File: config.mk
export PLATFORM = sky130hd
export DESIGN_NAME = pipe_shifter
export DESIGN_NICKNAME = d
export VERILOG_FILES = /design/src/rtl/pipe_shifter_pkg.sv /design/src/rtl/pipe_shifter_shift_step.sv /design/src/rtl/pipe_shifter.sv
export SDC_FILE = /design/constraint.sdc
export NUM_CORES = 1
export LEC_CHECK = 0
export ABC_AREA = 1
export BUFFER_PORTS_ARGS = -buffer_cell sky130_fd_sc_hd__buf_4
export CORE_MARGIN = 2
export CORE_UTILIZATION = 40
export DETAILED_ROUTE_END_ITERATION = 16
export PLACE_DENSITY = 0.6
export SLEW_MARGIN = 20
export SYNTH_ARGS = -nofsm -noshare
export SYNTH_HDL_FRONTEND = slang
export SYNTH_HIERARCHICAL = 1
export SYNTH_SLANG_ARGS = --single-unit
File: constraint.sdc
create_clock -name clk -period 2.5 [get_ports clk]
set_input_delay 0.375 -clock clk [delete_from_list [all_inputs] [get_ports clk]]
set_output_delay 0.375 -clock clk [all_outputs]
set_load 0.05 [all_outputs]
File: src/rtl/pipe_shifter_pkg.sv
// Shared types and stage-planning helpers for the pipelined barrel shifter.
// The shift is built from log2(WIDTH) power-of-two steps; these helpers decide
// which steps each pipeline stage owns (extra steps go to the earliest stages).
package shifter_pkg;

    typedef enum logic [1:0] {
        SH_LSL = 2'b00,
        SH_LSR = 2'b01,
        SH_ASR = 2'b10,
        SH_ROR = 2'b11
    } shift_op_e;

    // Number of power-of-two steps owned by pipeline stage `stage`.
    function automatic int num_steps(input int stage, input int stages, input int total);
        int base;
        int rem;
        base = total / stages;
        rem  = total % stages;
        return base + ((stage < rem) ? 1 : 0);
    endfunction

    // Index of the first power-of-two step owned by pipeline stage `stage`.
    function automatic int first_step(input int stage, input int stages, input int total);
        int base;
        int rem;
        base = total / stages;
        rem  = total % stages;
        return stage * base + ((stage < rem) ? stage : rem);
    endfunction

endpackage

File: src/rtl/pipe_shifter_shift_step.sv
// One combinational power-of-two slice of the barrel shifter.
// When enabled it shifts/rotates by SHIFT and reports the last bit moved out
// as the carry; when disabled value and carry pass through untouched, so a
// chain of slices yields the architectural carry of the whole shift.
module shift_step
    import shifter_pkg::*;
#(
    parameter int WIDTH = 32,
    parameter int SHIFT = 1
) (
    input  shift_op_e          op,
    input  logic               en,
    input  logic [WIDTH-1:0]   val_in,
    input  logic               cin,
    output logic [WIDTH-1:0]   val_out,
    output logic               cout
);

    // Conditional shift by SHIFT with carry tracking.
    always_comb begin
        val_out = val_in;
        cout    = cin;
        if (en) begin
            case (op)
                SH_LSL: begin
                    val_out = val_in << SHIFT;
                    cout    = val_in[WIDTH-SHIFT];
                end
                SH_LSR: begin
                    val_out = val_in >> SHIFT;
                    cout    = val_in[SHIFT-1];
                end
                SH_ASR: begin
                    val_out = $signed(val_in) >>> SHIFT;
                    cout    = val_in[SHIFT-1];
                end
                default: begin
                    // Rotate right; new MSB is the bit rotated round.
                    val_out = {val_in[SHIFT-1:0], val_in[WIDTH-1:SHIFT]};
                    cout    = val_in[SHIFT-1];
                end
            endcase
        end
    end

endmodule

File: src/rtl/pipe_shifter.sv
// Pipelined ARM-style barrel shifter (LSL/LSR/ASR/ROR/RRX) with shifter
// carry-out, elastic valid/ready handshake, flush and a pass-through tag.
// Optional feature macro: SHIFTER_RRX_EN (immediate ROR #0 becomes RRX).
module pipe_shifter
    import shifter_pkg::*;
#(
    parameter int WIDTH  = 32,
    parameter int AMT_W  = 8,
    parameter int STAGES = 2,
    parameter int TAG_W  = 4
) (
    input  logic               clk,
    input  logic               reset,
    input  logic               flush,
    input  logic               in_valid,
    output logic               in_ready,
    input  logic [1:0]         in_op,
    input  logic               in_imm,
    input  logic [AMT_W-1:0]   in_amt,
    input  logic [WIDTH-1:0]   in_val,
    input  logic               in_cin,
    input  logic [TAG_W-1:0]   in_tag,
    output logic               out_valid,
    input  logic               out_ready,
    output logic [WIDTH-1:0]   out_res,
    output logic               out_cout,
    output logic [TAG_W-1:0]   out_tag
);

    localparam int              LOG_W = $clog2(WIDTH);
    localparam logic [AMT_W:0]  W_AMT = (AMT_W+1)'(WIDTH);

    if (WIDTH < 8 || (WIDTH & (WIDTH - 1)) != 0) begin : g_bad_width
        $error("pipe_shifter: WIDTH must be a power of two >= 8");
    end
    if (STAGES < 1 || STAGES > LOG_W) begin : g_bad_stages
        $error("pipe_shifter: STAGES must be in 1..$clog2(WIDTH)");
    end
    if (AMT_W <= LOG_W) begin : g_bad_amt
        $error("pipe_shifter: AMT_W must be able to hold WIDTH");
    end

    // Per-stage payload. Kept local because its widths follow the parameters.
    typedef struct packed {
        logic               valid;
        shift_op_e          op;
        logic               rrx;
        logic               oor;
        logic [AMT_W-1:0]   amt;
        logic [WIDTH-1:0]   val;
        logic               cin;
        logic [TAG_W-1:0]   tag;
    } stage_t;

    stage_t dec;
    stage_t stg_in [STAGES];
    logic   advance;

    assign advance  = !out_valid || out_ready;
    assign in_ready = advance;

    // Stage-0 decode: immediate remap, RRX marking and out-of-range detection.
    always_comb begin
        dec       = '0;
        dec.valid = in_valid;
        dec.op    = shift_op_e'(in_op);
        dec.amt   = in_amt;
        dec.val   = in_val;
        dec.cin   = in_cin;
        dec.tag   = in_tag;
        if (in_imm && in_amt == '0) begin
            case (dec.op)
                SH_LSR, SH_ASR: dec.amt = AMT_W'(WIDTH);
`ifdef SHIFTER_RRX_EN
                SH_ROR:         dec.rrx = 1'b1;
`endif
                default: ;
            endcase
        end
        // Rotates wrap modulo WIDTH, so only the linear shifts can go out of range.
        dec.oor = (dec.op != SH_ROR) && ({1'b0, dec.amt} >= W_AMT);
    end

    assign stg_in[0] = dec;

    for (genvar s = 0; s < STAGES; s++) begin : g_stage
        localparam int NS = num_steps(s, STAGES, LOG_W);
        localparam int FS = first_step(s, STAGES, LOG_W);

        logic [WIDTH-1:0] v [NS+1];
        logic             c [NS+1];

        assign v[0] = stg_in[s].val;
        assign c[0] = stg_in[s].cin;

        // Out-of-range ops skip every step so the original operand reaches the
        // final stage, where the saturated result is selected from it.
        for (genvar j = 0; j < NS; j++) begin : g_step
            shift_step #(
                .WIDTH (WIDTH),
                .SHIFT (1 << (FS + j))
            ) u_step (
                .op      (stg_in[s].op),
                .en      (stg_in[s].amt[FS+j] && !stg_in[s].oor),
                .val_in  (v[j]),
                .cin     (c[j]),
                .val_out (v[j+1]),
                .cout    (c[j+1])
            );
        end

        if (s < STAGES - 1) begin : g_mid
            stage_t q;

            // Intermediate stage register; flush only drops the valid bit.
            always_ff @(posedge clk or negedge reset) begin
                if (!reset) begin
                    q <= '0;
                end else if (flush) begin
                    q.valid <= 1'b0;
                end else if (advance) begin
                    q     <= stg_in[s];
                    q.val <= v[NS];
                    q.cin <= c[NS];
                end
            end

            assign stg_in[s+1] = q;
        end else begin : g_last
            logic [WIDTH-1:0] fin_val;
            logic             fin_cout;

            // Resolve RRX, out-of-range and rotate-by-multiple-of-WIDTH cases.
            always_comb begin
                fin_val  = v[NS];
                fin_cout = c[NS];
                if (stg_in[s].rrx) begin
                    fin_val  = {stg_in[s].cin, stg_in[s].val[WIDTH-1:1]};
                    fin_cout = stg_in[s].val[0];
                end else if (stg_in[s].oor) begin
                    case (stg_in[s].op)
                        SH_LSL: begin
                            fin_val  = '0;
                            fin_cout = (stg_in[s].amt == AMT_W'(WIDTH)) ?
                                       stg_in[s].val[0] : 1'b0;
                        end
                        SH_LSR: begin
                            fin_val  = '0;
                            fin_cout = (stg_in[s].amt == AMT_W'(WIDTH)) ?
                                       stg_in[s].val[WIDTH-1] : 1'b0;
                        end
                        SH_ASR: begin
                            fin_val  = {WIDTH{stg_in[s].val[WIDTH-1]}};
                            fin_cout = stg_in[s].val[WIDTH-1];
                        end
                        default: ;
                    endcase
                end else if (stg_in[s].op == SH_ROR && stg_in[s].amt != '0 &&
                             stg_in[s].amt[LOG_W-1:0] == '0) begin
                    fin_cout = stg_in[s].val[WIDTH-1];
                end
            end

            // Output register; flush only drops the valid bit.
            always_ff @(posedge clk or negedge reset) begin
                if (!reset) begin
                    out_valid <= 1'b0;
                    out_res   <= '0;
                    out_cout  <= 1'b0;
                    out_tag   <= '0;
                end else if (flush) begin
                    out_valid <= 1'b0;
                end else if (advance) begin
                    out_valid <= stg_in[s].valid;
                    out_res   <= fin_val;
                    out_cout  <= fin_cout;
                    out_tag   <= stg_in[s].tag;
                end
            end
        end
    end

endmodule

==> summary.md <==
| Metric | Value |
|---|---|
| Row count | 50 |
| Multiplexer share of the synthesized area | 0% |
| Simple-gate area share of the yosys netlist | between 40% and 50% |
| Fill cells | 2097 |
| Metal2 WL | between 10000 and 15000 µm |
| WL met3 | between 600 and 700 µm |
| Top cells by count, synth | nand2_1 (586), nand3_1 (167), inv_1 (157) |
| Clock power share | 25.3% |
| Path length in cells of the critical path | 17 |
| Via density | approximately 4.9 |
| Ratio of final minimum period to clock period | a little over nine tenths |
| Biggest cell delay along the critical path | between 0.3 and 0.4 ns |
| Largest net degree at the start of global routing | 54 |
| Met1 WL | about 11000 µm |
| Skew-Pair Late Insertion Delay | 0.35 ns |
| Power Density | between 600 and 700 mW/mm² |
| Total GRT Usage | between 20% and 30% |
| Clock skew | ~0.012 ns |
| Synth Warn # | 6 |
| Congestion Overflow GR | 0 |
| Synth Area in XOR/XNOR | 0% |
| Switching power share of the total | 41.9% |
| Critical-path top delay cell | or2_2 |
| Synth area leaders | nand2_1 (28%), dfrtp_1 (28%), nand3_1 (11%), inv_1 (7.6%), nor2_1 (4.4%) |
| Max Root-Sink Buffers | 2 |
| Placed cells | between 1.5k and 2k |
| Compound-Gate Fraction of Synth Area | 10.5% |
| Global-route wire length before repair | about 37000 µm |
| Worst slew pin tran | between 0.8 and 0.9 ns |
| Reg2Reg Depth | 11 |
| PortBufs | slightly above 90 |
| Gate power share | between 40% and 50% |
| Final GP Congestion | roughly 0.86 |
| Flops & latches, synth | slightly below 90 |
| DR DRC count | 0 |
| Largest family of logic cells by synthesized area | simple AND/OR/NAND/NOR gates |
| Startpoint types | input port |
| Layout cells sized above 1 | between 10% and 20% |
| Core area | ~0.019 mm² |
| Die Footprint | 0.0206 mm² |
| Number of synthesized flops with an enable pin | 0 |
| Synth unique cells | 30 |
| Critical Path RT | 2.79 ns |
| Root buffer cell | clkbuf_16 |
| Layout Cells excl Fill | between 1.5k and 2k |
| Max VDD drop | approximately 0.00029 V |
| Most used cell, CP | nand2_1 |
| WS Path Type | input port to flop |
| Fin. Hold Viols | 0 |
| Sequential fraction of the synthesis area | around 28% |
| Number of global-route vias before repair | about 7.5k |
| Initial Util | roughly 41% |
| Max Transition Viols Final | 0 |
| CP delay by family, top | simple AND/OR/NAND/NOR gates |
| DIE WIDTH | 143 µm |
| Min Tclk post-route | approximately 2.4 ns |
| I/O pin count | 92 |
| Final wirelength | about 22000 µm |
| Ys flop type | dfrtp_1 |
| Most common cell in the netlist | nand2_1 |
| TritonCTS clock tree | done |
| Syn_area_per_cell | ~5.7 µm² |
| TritonCTS Buffers | 9 |
| Setup violations, final | 0 |
| Via Count | 8334 |
| Adder-cell share of the synthesized area | 0.161% |
| Pleak | between 5 and 6 nW |
| Fmax | about 420 MHz |
| Routed length per placed instance | about 13 µm |
| Net Count, Synth | ~1.4k |
| Relative slew slack | between 40% and 50% |
| Final net count | 1502 |
| Worst hold path type | input port to async pin |
| Post-Syn Instances | around 1.4k |
| Async SR Flop Fraction | 100% |
| Area share of the largest cell type after synthesis | 28.3% |
| Cell-internal power | around 3.4 mW |
| H-tree levels | 3 |
| ANT nets after route | 0 |
| # diodes | 0 |
| Iter 0 DRT Violations | 660 |
| Leading area contributor after synthesis | nand2_1 |
| RSZ-0062 raised after global routing | true |
| Hold-fix buffers, CTS | 0 |
| Max-cap violations | 0 |
| Top Metal Used | met4 |
| CP Max Fanout | 14 |
| Area Growth Syn to Fin | 19.9% |
| Power Total | around 6 mW |
| Clock transition at path regs | 0.07 ns |
| Pre-antenna DRT Iters | 6 |
| Seq pwr share | a little under a third |
| Critical Path Sink Type | flop |
| Dpl hpwl | between 15000 and 20000 µm |
| Status | complete, no violations |
| Crit path DAT | between 2 and 3 ns |
| Initial antenna violation count | 0 |
| Die H | 143 µm |
| CP bufs+invs | 6 |
| Critical path cell sequence | buf_4, or2_2, nand3b_1, a21oi_4, buf_6, clkbuf_16, nand3_1, nand2_1, inv_1, nand2_1, nand3_1, o21ai_1, inv_1, o21ai_1, buf_4, nand2_1, nand2_1 |
| Sink Count | 87 |
| P_sw | ~2.5 mW |
| Mapped Area | 0.00777 mm² |
[sequential cells by signal, indices dropped and copies added, names as in the netlist]
name,cells
g_stage.g_mid.q,49
out_res,32
out_tag,4
out_cout,1
out_valid,1
[worst reg2reg max path: stages, from the launching register on]
cell and delay [ns]:
dfrtp_1 0.56, nor2_4 0.28, nand2_1 0.08, nand2_1 0.06, nor2_1 0.04, nor2_1 0.31, nand3_4 0.25, nand3_1 0.15
nand2_1 0.05, nand2_1 0.11, nand2_1 0.08, a21oi_1 0.15
[logic make-up (layout without fill, tap and decap cells)]
kind of cell             count (synthesis)  after routing
AO/OA/AOI/OAI                          156            156
adder cells (fa/ha/maj)                  1              1
buffers and inverters                  252            343
flip-flops                              87             87
AND/OR/NAND/NOR                        866            866
[what timing repair did]
action,in CTS,in global routing
gates resized for setup,0,38
endpoints found under the setup margin,0,31
setup buffers,0,2
[placed cells by master (no fill, tap or decap), drive strengths merged, types with 2 or more instances in the layout]
cell,instances
nand2,590
nand3b,2
o21ai,114
nor2,98
buf,161
clkbuf,11
bufinv,2
nand3,174
inv,167
a21oi,39
dfrtp,87
[area by class of cell]
cell class / instances / area (µm²) / area share (%)
Clock inverter: 6 / 90.1 / 0.967
Clock buffer: 10 / 239 / 2.56
Sequential cell: 87 / 2180 / 23.4
Tap cell: 260 / 325 / 3.49
Multi-Input combinational cell: 1023 / 4530 / 48.6
Inverter: 165 / 619 / 6.65
Timing Repair Buffer: 162 / 1340 / 14.4
[metrics by stage]
step	util [%]	hold WS, ns	worst slack [ns]	TNS (ns)	cell area (µm²)
after floorplan	-	0.0794	0.0892	0	7770
after global placement	46.8	0.419	-0.345	-6.41	8850
after detailed placement	46.8	0.420	-0.345	-6.90	8850
after CTS	48.6	0.0450	0.0122	0	9180
after global routing	49.3	0.0721	-0.0423	-0.173	9320
final	49.3	0.0358	0.117	0	9320
[power groups by stage]
stage	combinational, mW	clock [mW]	sequential [mW]
floorplan	1.36	0	2.23
global placement	2.49	0	1.86
detailed placement	2.50	0	1.86
CTS	2.51	1.52	1.84
global route	2.83	1.57	1.87
finish	2.54	1.48	1.83
[worst paths after layout]
kind	from	slack, ns	end
max in group asynchronous	reset	1.83	g_stage[0].g_mid.q[12]
worst min-delay path	reset	0.04	out_tag[1]
worst min register to register	g_stage[0].g_mid.q[0]	0.47	g_stage[0].g_mid.q[0]
min in group clk	in_tag[0]	0.23	g_stage[0].g_mid.q[0]
worst max register to register	g_stage[0].g_mid.q[48]	0.33	out_res[23]
worst max-delay path	in_amt[7]	0.12	g_stage[0].g_mid.q[9]
[per-layer routing]
metal | vias to the layer above | track usage (%)
met2 | 154 | 36.9
met1 | 3782 | 30.2
li1 | 4380 | -
met3 | 18 | 2.40
met5 | - | 0
met4 | 0 | 5.21
(Power assumes the default switching activity.)
